===== config.mk =====
export PLATFORM = sky130hd
export DESIGN_NAME = multicycle_control
export DESIGN_NICKNAME = d
export VERILOG_FILES = /design/src/rtl/multicycle_control.sv
export SDC_FILE = /design/constraint.sdc
export NUM_CORES = 1
export LEC_CHECK = 0
export CAP_MARGIN = 0
export CORE_AREA = 2 2 109 111
export DETAILED_ROUTE_END_ITERATION = 10
export DIE_AREA = 0 0 111 113
export GPL_ROUTABILITY_DRIVEN = 0
export PLACE_DENSITY = 0.62
export REMOVE_ABC_BUFFERS = 1
export SLEW_MARGIN = 20
export SYNTH_ARGS = -nofsm -noshare
export SYNTH_HDL_FRONTEND = slang
export SYNTH_SLANG_ARGS = --single-unit

===== constraint.sdc =====
create_clock -name clk_i -period 7.1 [get_ports clk_i]
set_clock_uncertainty 0.1 [all_clocks]
set_input_delay 1.065 -clock clk_i [delete_from_list [all_inputs] [get_ports clk_i]]
set_output_delay 1.065 -clock clk_i [all_outputs]
set_load 0.005 [all_outputs]

===== src/rtl/multicycle_control.sv =====
// Multi-cycle RV64 control unit: sequences FETCH/DECODE/EXEC/MEM/WB,
// drives datapath strobes and counts retired instructions.
module multicycle_control #(
  parameter bit ENABLE_W    = 1'b1,
  parameter bit ENABLE_JUMP = 1'b1,
  parameter bit TRAP_HALT   = 1'b1,
  parameter int CNT_W       = 64
) (
  input  logic             clk_i,
  input  logic             rst_i,
  input  logic [6:0]       opcode_i,
  input  logic             mem_ready_i,
  output logic             mem_req_o,
  output logic             mem_we_o,
  output logic             ir_write_o,
  output logic             pc_inc_o,
  output logic             branch_o,
  output logic             pc_load_o,
  output logic             reg_write_o,
  output logic [1:0]       alu_op_o,
  output logic [1:0]       alu_src_a_o,
  output logic [1:0]       alu_src_b_o,
  output logic [1:0]       result_src_o,
  output logic             word_op_o,
  output logic             illegal_o,
  output logic [2:0]       state_o,
  output logic [CNT_W-1:0] instret_o
);

  typedef enum logic [2:0] {
    S_RESET  = 3'd0,
    S_FETCH  = 3'd1,
    S_DECODE = 3'd2,
    S_EXEC   = 3'd3,
    S_MEM    = 3'd4,
    S_WB     = 3'd5,
    S_TRAP   = 3'd6
  } state_e;

  localparam logic [6:0] OP_R     = 7'b0110011;
  localparam logic [6:0] OP_I     = 7'b0010011;
  localparam logic [6:0] OP_LD    = 7'b0000011;
  localparam logic [6:0] OP_ST    = 7'b0100011;
  localparam logic [6:0] OP_BR    = 7'b1100011;
  localparam logic [6:0] OP_LUI   = 7'b0110111;
  localparam logic [6:0] OP_AUIPC = 7'b0010111;
  localparam logic [6:0] OP_JAL   = 7'b1101111;
  localparam logic [6:0] OP_JALR  = 7'b1100111;
  localparam logic [6:0] OP_RW    = 7'b0111011;
  localparam logic [6:0] OP_IW    = 7'b0011011;

  state_e           state_q;
  logic [6:0]       opcode_q;
  logic [CNT_W-1:0] instret_q;
  logic             mem_req;

  function automatic logic legal(input logic [6:0] op);
    legal = (op == OP_R) || (op == OP_I) || (op == OP_LD) ||
            (op == OP_ST) || (op == OP_BR) || (op == OP_LUI) ||
            (op == OP_AUIPC) ||
            (ENABLE_W && ((op == OP_RW) || (op == OP_IW))) ||
            (ENABLE_JUMP && ((op == OP_JAL) || (op == OP_JALR)));
  endfunction

  logic is_r, is_i, is_ld, is_st, is_br;
  logic is_lui, is_auipc, is_jal, is_jalr, is_w;

  assign is_r     = (opcode_q == OP_R);
  assign is_i     = (opcode_q == OP_I);
  assign is_ld    = (opcode_q == OP_LD);
  assign is_st    = (opcode_q == OP_ST);
  assign is_br    = (opcode_q == OP_BR);
  assign is_lui   = (opcode_q == OP_LUI);
  assign is_auipc = (opcode_q == OP_AUIPC);
  assign is_jal   = ENABLE_JUMP && (opcode_q == OP_JAL);
  assign is_jalr  = ENABLE_JUMP && (opcode_q == OP_JALR);
  assign is_w     = ENABLE_W &&
                    ((opcode_q == OP_RW) || (opcode_q == OP_IW));

  always_ff @(posedge clk_i) begin
    if (rst_i) begin
      state_q   <= S_RESET;
      opcode_q  <= '0;
      instret_q <= '0;
    end else begin
      case (state_q)
        S_RESET: state_q <= S_FETCH;
        S_FETCH: if (mem_ready_i) state_q <= S_DECODE;
        S_DECODE: begin
          opcode_q <= opcode_i;
          state_q  <= legal(opcode_i) ? S_EXEC : S_TRAP;
        end
        S_EXEC: begin
          if (is_ld || is_st) begin
            state_q <= S_MEM;
          end else if (is_br) begin
            state_q   <= S_FETCH;
            instret_q <= instret_q + CNT_W'(1);
          end else begin
            state_q <= S_WB;
          end
        end
        S_MEM: begin
          if (mem_ready_i) begin
            if (is_st) begin
              state_q   <= S_FETCH;
              instret_q <= instret_q + CNT_W'(1);
            end else begin
              state_q <= S_WB;
            end
          end
        end
        S_WB: begin
          state_q   <= S_FETCH;
          instret_q <= instret_q + CNT_W'(1);
        end
        S_TRAP: if (!TRAP_HALT) state_q <= S_FETCH;
        default: state_q <= S_RESET;
      endcase
    end
  end

  always_comb begin
    mem_req      = 1'b0;
    mem_we_o     = 1'b0;
    ir_write_o   = 1'b0;
    pc_inc_o     = 1'b0;
    branch_o     = 1'b0;
    pc_load_o    = 1'b0;
    reg_write_o  = 1'b0;
    alu_op_o     = 2'b00;
    alu_src_a_o  = 2'b00;
    alu_src_b_o  = 2'b00;
    result_src_o = 2'b00;
    word_op_o    = 1'b0;
    illegal_o    = 1'b0;
    case (state_q)
      S_FETCH: begin
        mem_req    = 1'b1;
        ir_write_o = mem_ready_i;
        pc_inc_o   = mem_ready_i;
      end
      S_EXEC: begin
        word_op_o = is_w;
        unique case (1'b1)
          is_r || (is_w && opcode_q == OP_RW): alu_op_o = 2'b10;
          is_i || (is_w && opcode_q == OP_IW): begin
            alu_op_o    = 2'b10;
            alu_src_b_o = 2'b01;
          end
          is_ld || is_st: alu_src_b_o = 2'b01;
          is_br: begin
            alu_op_o = 2'b01;
            branch_o = 1'b1;
          end
          is_lui: begin
            alu_op_o    = 2'b11;
            alu_src_b_o = 2'b01;
          end
          is_auipc, is_jal: begin
            alu_src_a_o = 2'b01;
            alu_src_b_o = 2'b01;
            pc_load_o   = is_jal;
          end
          is_jalr: begin
            alu_src_b_o = 2'b01;
            pc_load_o   = 1'b1;
          end
          default: ;
        endcase
      end
      S_MEM: begin
        mem_req  = 1'b1;
        mem_we_o = is_st;
      end
      S_WB: begin
        reg_write_o = 1'b1;
        word_op_o   = is_w;
        if (is_ld)
          result_src_o = 2'b01;
        else if (is_jal || is_jalr)
          result_src_o = 2'b10;
      end
      S_TRAP: illegal_o = 1'b1;
      default: ;
    endcase
  end

  // A reset cycle withdraws any outstanding memory request immediately
  assign mem_req_o = mem_req & ~rst_i;
  assign state_o   = state_q;
  assign instret_o = instret_q;

endmodule


# Word-level counts from Yosys, hierarchy flattened
# Cells that the tools add are included.
[op_classes]
add_sub_neg = 1
reduce_logical = 27
eq_ne = 33
muxes = 31
bitwise = 3
[ops]
columns = ["cell", "count"]
rows = [
  ["$mux 64", 4],
  ["$pmux 64 s3", 1],
  ["$add 64x1->64 const B", 1],
  ["$eq 7x6->1 const B", 8],
  ["$eq 7x5->1 const B", 6],
  ["$eq 7x7->1 const B", 6],
  ["$mux 3", 6],
  ["$pmux 3 s6", 1],
  ["$logic_or 1x1->1", 15],
  ["$eq 7x2->1 const B", 2],
  ["$mux 1", 13],
  ["$ne 2x2->1 const B", 5],
  ["$reduce_or 2->1", 5],
  ["$eq 3x3->1 const B", 3],
  ["$mux 2", 4],
  ["$eq 3x2->1 const B", 2],
  ["$pmux 2 s3", 1],
  ["$reduce_or 6->1", 1],
  ["$reduce_and 5->1", 1],
  ["$eq 3x1->1 const B", 1],
  ["$logic_not 3->1", 1],
  ["$reduce_and 3->1", 1],
  ["$reduce_bool 3->1", 1],
  ["$logic_and 1x1->1", 2],
  ["other kinds (3)", 4],
]
[totals]
inputBits = 10
ff_bits = 74

# Longest topological paths before layout
[depth]
word_depth = 11
depth_mapped = 8
depth_no_buf = 7

# Least setup slack after synthesis
# Ideal clock, no wire load.
[synth_timing]
path_type = "in2out"
from = "input port rst_i"
to = "output port mem_req_o"
arrival_ns = 1.443
path_buffers = 1
setup_slack_ns = 4.492
path_stages = 2
path_cell_list = "clkbuf_1 > nor3_1"
[synth_between]
elab_chain_cells = 2
[synth_rtl]
columns = ["element", "line_no", "text"]
rows = [
  ["start, declared", "10", "input logic rst_i,"],
  ["$not 1->1", "190", "assign mem_req_o = mem_req & ~rst_i;"],
  ["$and 1x1->1", "190", ""],
  ["end, declared", "13", "output logic mem_req_o,"],
]
# Every way passes these cells.

# Final worst setup path
# Same ends and word-level chain as after synthesis.

==> results.yml <==
grt:
  antenna_found_initial: 0
  grt_overflow_total: 0
  grt_util_all_layers: 0.167
  grt_pass1_wl_um: 17300
  grt_start_max_net_pins: 76
  grt_pass1_vias: 3473
final_layout:
  fin_cells: 701
  final_nets: 564
  areaGrowthSynthToFinish_pct: 33.9
  post_route_cells_drive_above_1_share: 0.0681
  nFillCells: 1097
  diodes: 0
yosys:
  ys_ff_latch: 74
  ys_seq_area_frac: 0.379
  synth_area_leaders: "dfxtp_1 (38%), nor2_1 (7.0%), xnor2_1 (6.5%), xor2_1 (5.4%), nand4_1 (3.7%)"
  ys_types: 51
  synth-main-ff-cell: "dfxtp_1"
  async_flop_share: 0
  synth_area_um2: 3910
  syn_area_per_cell_um2: 8.35
  yosysTopAreaCell: "dfxtp_1"
  synth.top_cell.area_share: 0.379
  yosysWarnings: 0
  postSynthCellCount: 468
  synth_edf_count: 0
clock_tree:
  cts.htree.levels: 3
  clk_pin_slew_worst_paths_ns: 0.06
  cts-buffers-inserted: 9
  clkLatencyLatePin_ns: 0.33
  cts_hold_buf: 0
  cts_resized: 0
  tritoncts: "built"
  cts_root_buffer: "clkbuf_16"
  clockBufferDepth: 2
  post_cts_buffers: 0
  clkSinkCount: 74
drt:
  drtAntennaViolNets: 0
  drt_iter0_drc: 181
  drt_wl_total_um: 10800
  vias_per_cell: 5.25
  dr_total_vias: 3680
  drc: 0
  avgRoutedWirePerCell_um: 15.3
  drt_pre_antenna_iters: 5
critical_path:
  r2r-end: "instret_o[56]"
  crit_type: "primary input to output port"
  end_kind: "output port"
  crit_chain: "buf_2, buf_4, nor3_1, clkdlybuf4s50_1"
  rr_worst_depth: 7
  critPathRequiredTime_ns: 5.93
  cpPeakStageDelay_ns: 0.60
  crit_fanout: 75
  reg2reg_from: "state_o[0]"
  slowest_stage: "buf_4"
  startpoint_type: "primary input"
  cp_top_family: "buffers and inverters"
  r2r_setup_slack_ns: 4.31
  crit_buf_inv: 3
  cp.arrival_ns: 2.36
pwr:
  powerDensity_nw_per_um2: 180
  peakVddDrop_uv: 115
  power_leakage_nw: 1.66
min_path:
  hold-path-endpoint: "instret_o[51]"
  min_path_cells: 2
  hp-class: "flop to flop"
  hold_path_startpoint: "instret_o[51]"
floorplanning:
  die_h_um: 113
  start_util: 0.347
  ios: 94
  die_w_um: 111
  die_area_um2: 12500
  core-area_um2: 11300
  rows: 39
timing:
  fin_crit_ns: 3.53
  setup_tns_ns: 0
  maxSlewViolCount: 0
  grt_setup_unrepaired: "no"
  fin_ws_ns: 3.57
  hold-worst-slack_ns: 0.418
  finalHoldViolCount: 0
  fmax_mhz: 284
  worstMarginPinSlew_ns: 0.836
  slew_headroom: 0.437
  period_share: 0.496
  setup_viol: 0
status:
  status: "completed"
placed_design:
  pre_cts_slack_ns: 3.59
  place_inst: 685
  hpwl_um: 7630
  io_buffers: 91
job:
  drv_cap: 0
==> state kept, by name, indices dropped and copies added, names as in the netlist <==
name,flops
state_o,3
opcode_q,7
instret_o,64
==> cells by family after synthesis <==
group	Yosys count	share of synthesized area
AND/OR/NAND/NOR	257	0.377
flip-flops	74	0.379
XOR/XNOR	53	0.119
AO/OA/AOI/OAI	44	0.0679
buffers and inverters	30	0.0327
multiplexers	8	0.0208
adder cells (fa/ha/maj)	1	0.00320
other	1	0.000960
==> layout by cell type, fill, tap and decap left out, types with 5 or more instances in the layout <==
master / n
and4_1: 8
inv_1: 10
xor2_1: 24
mux2i_1: 7
clkbuf_16: 9
nor3_1: 18
a21oi_1: 17
or3_1: 12
dfxtp_1: 74
nor2_1: 73
nand2b_1: 5
o21ai_0: 14
nor4_2: 7
clkdlybuf4s50_1: 90
nor4_1: 10
nand2_1: 31
nand3_1: 23
nand4_1: 23
and3_1: 18
xnor2_1: 29
==> through the flow <==
step           cell area (µm²)  utilization  power (mW)
5_1_grt                   5230        0.464       0.970
4_1_cts                   5230        0.464       0.949
6_report                  5230        0.464       0.941
3_5_place_dp              4930        0.437       0.481
2_1_floorplan             3820            -       0.455
3_3_place_gp              4930        0.437       0.480
==> power breakdown <==
part | switching (mW) | total [mW] | internal, mW
sequential | 0.00849 | 0.427 | 0.419
clock | 0.178 | 0.469 | 0.291
combinational | 0.0233 | 0.0448 | 0.0215
==> worst reg2reg max path, stage by stage (launching register included) <==
cell       delay (ns)
dfxtp_1          0.56
nor3b_1          0.19
a2111oi_0        0.70
o2111ai_2        0.19
buf_4            0.28
nor4_1           0.41
xnor2_1          0.17
nor2_1           0.05
==> cell type report <==
class                   count  area [µm²]  area share
clock inverters             4        50.0     0.00956
flip-flops and latches     74        1480       0.283
multi-input cells         365        2310       0.441
well taps                 143         179      0.0342
clock buffers              12         256      0.0490
repair buffers             93         921       0.176
inverters                  10        37.5     0.00717
==> cell usage after synthesis, drive strengths merged, types with 10 or more instances <==
master and instances:
nor3 19, nand4 24, and3 18, nor4 19
xnor2 29, a21oi 17, or3 12, o21ai 15
nand3 24, clkbuf 13, dfxtp 74, inv 10
nor2 73, xor2 24, nand2 31
==> worst max path at each step <==
stage / startpoint / end / slack, ns / cells after the start
detailed placement: rst_i / mem_req_o / 3.59 / 4
CTS: mem_ready_i / ir_write_o / 3.58 / 4
finish: rst_i / mem_req_o / 3.57 / 4
global route: mem_ready_i / ir_write_o / 3.51 / 4
global placement: rst_i / mem_req_o / 3.59 / 4
floorplan: mem_ready_i / instret_o[50] / 4.15 / 6
==> layer usage <==
layer | GRT usage | routed length, µm | vias up
met5 | 0 | 0 | -
met4 | 0.0400 | 74 | 0
met2 | 0.277 | 5040 | 116
met1 | 0.223 | 5060 | 1725
li1 | - | - | 1832
met3 | 0.0370 | 581 | 7
Note: power is estimated with default switching activity, not from simulation.
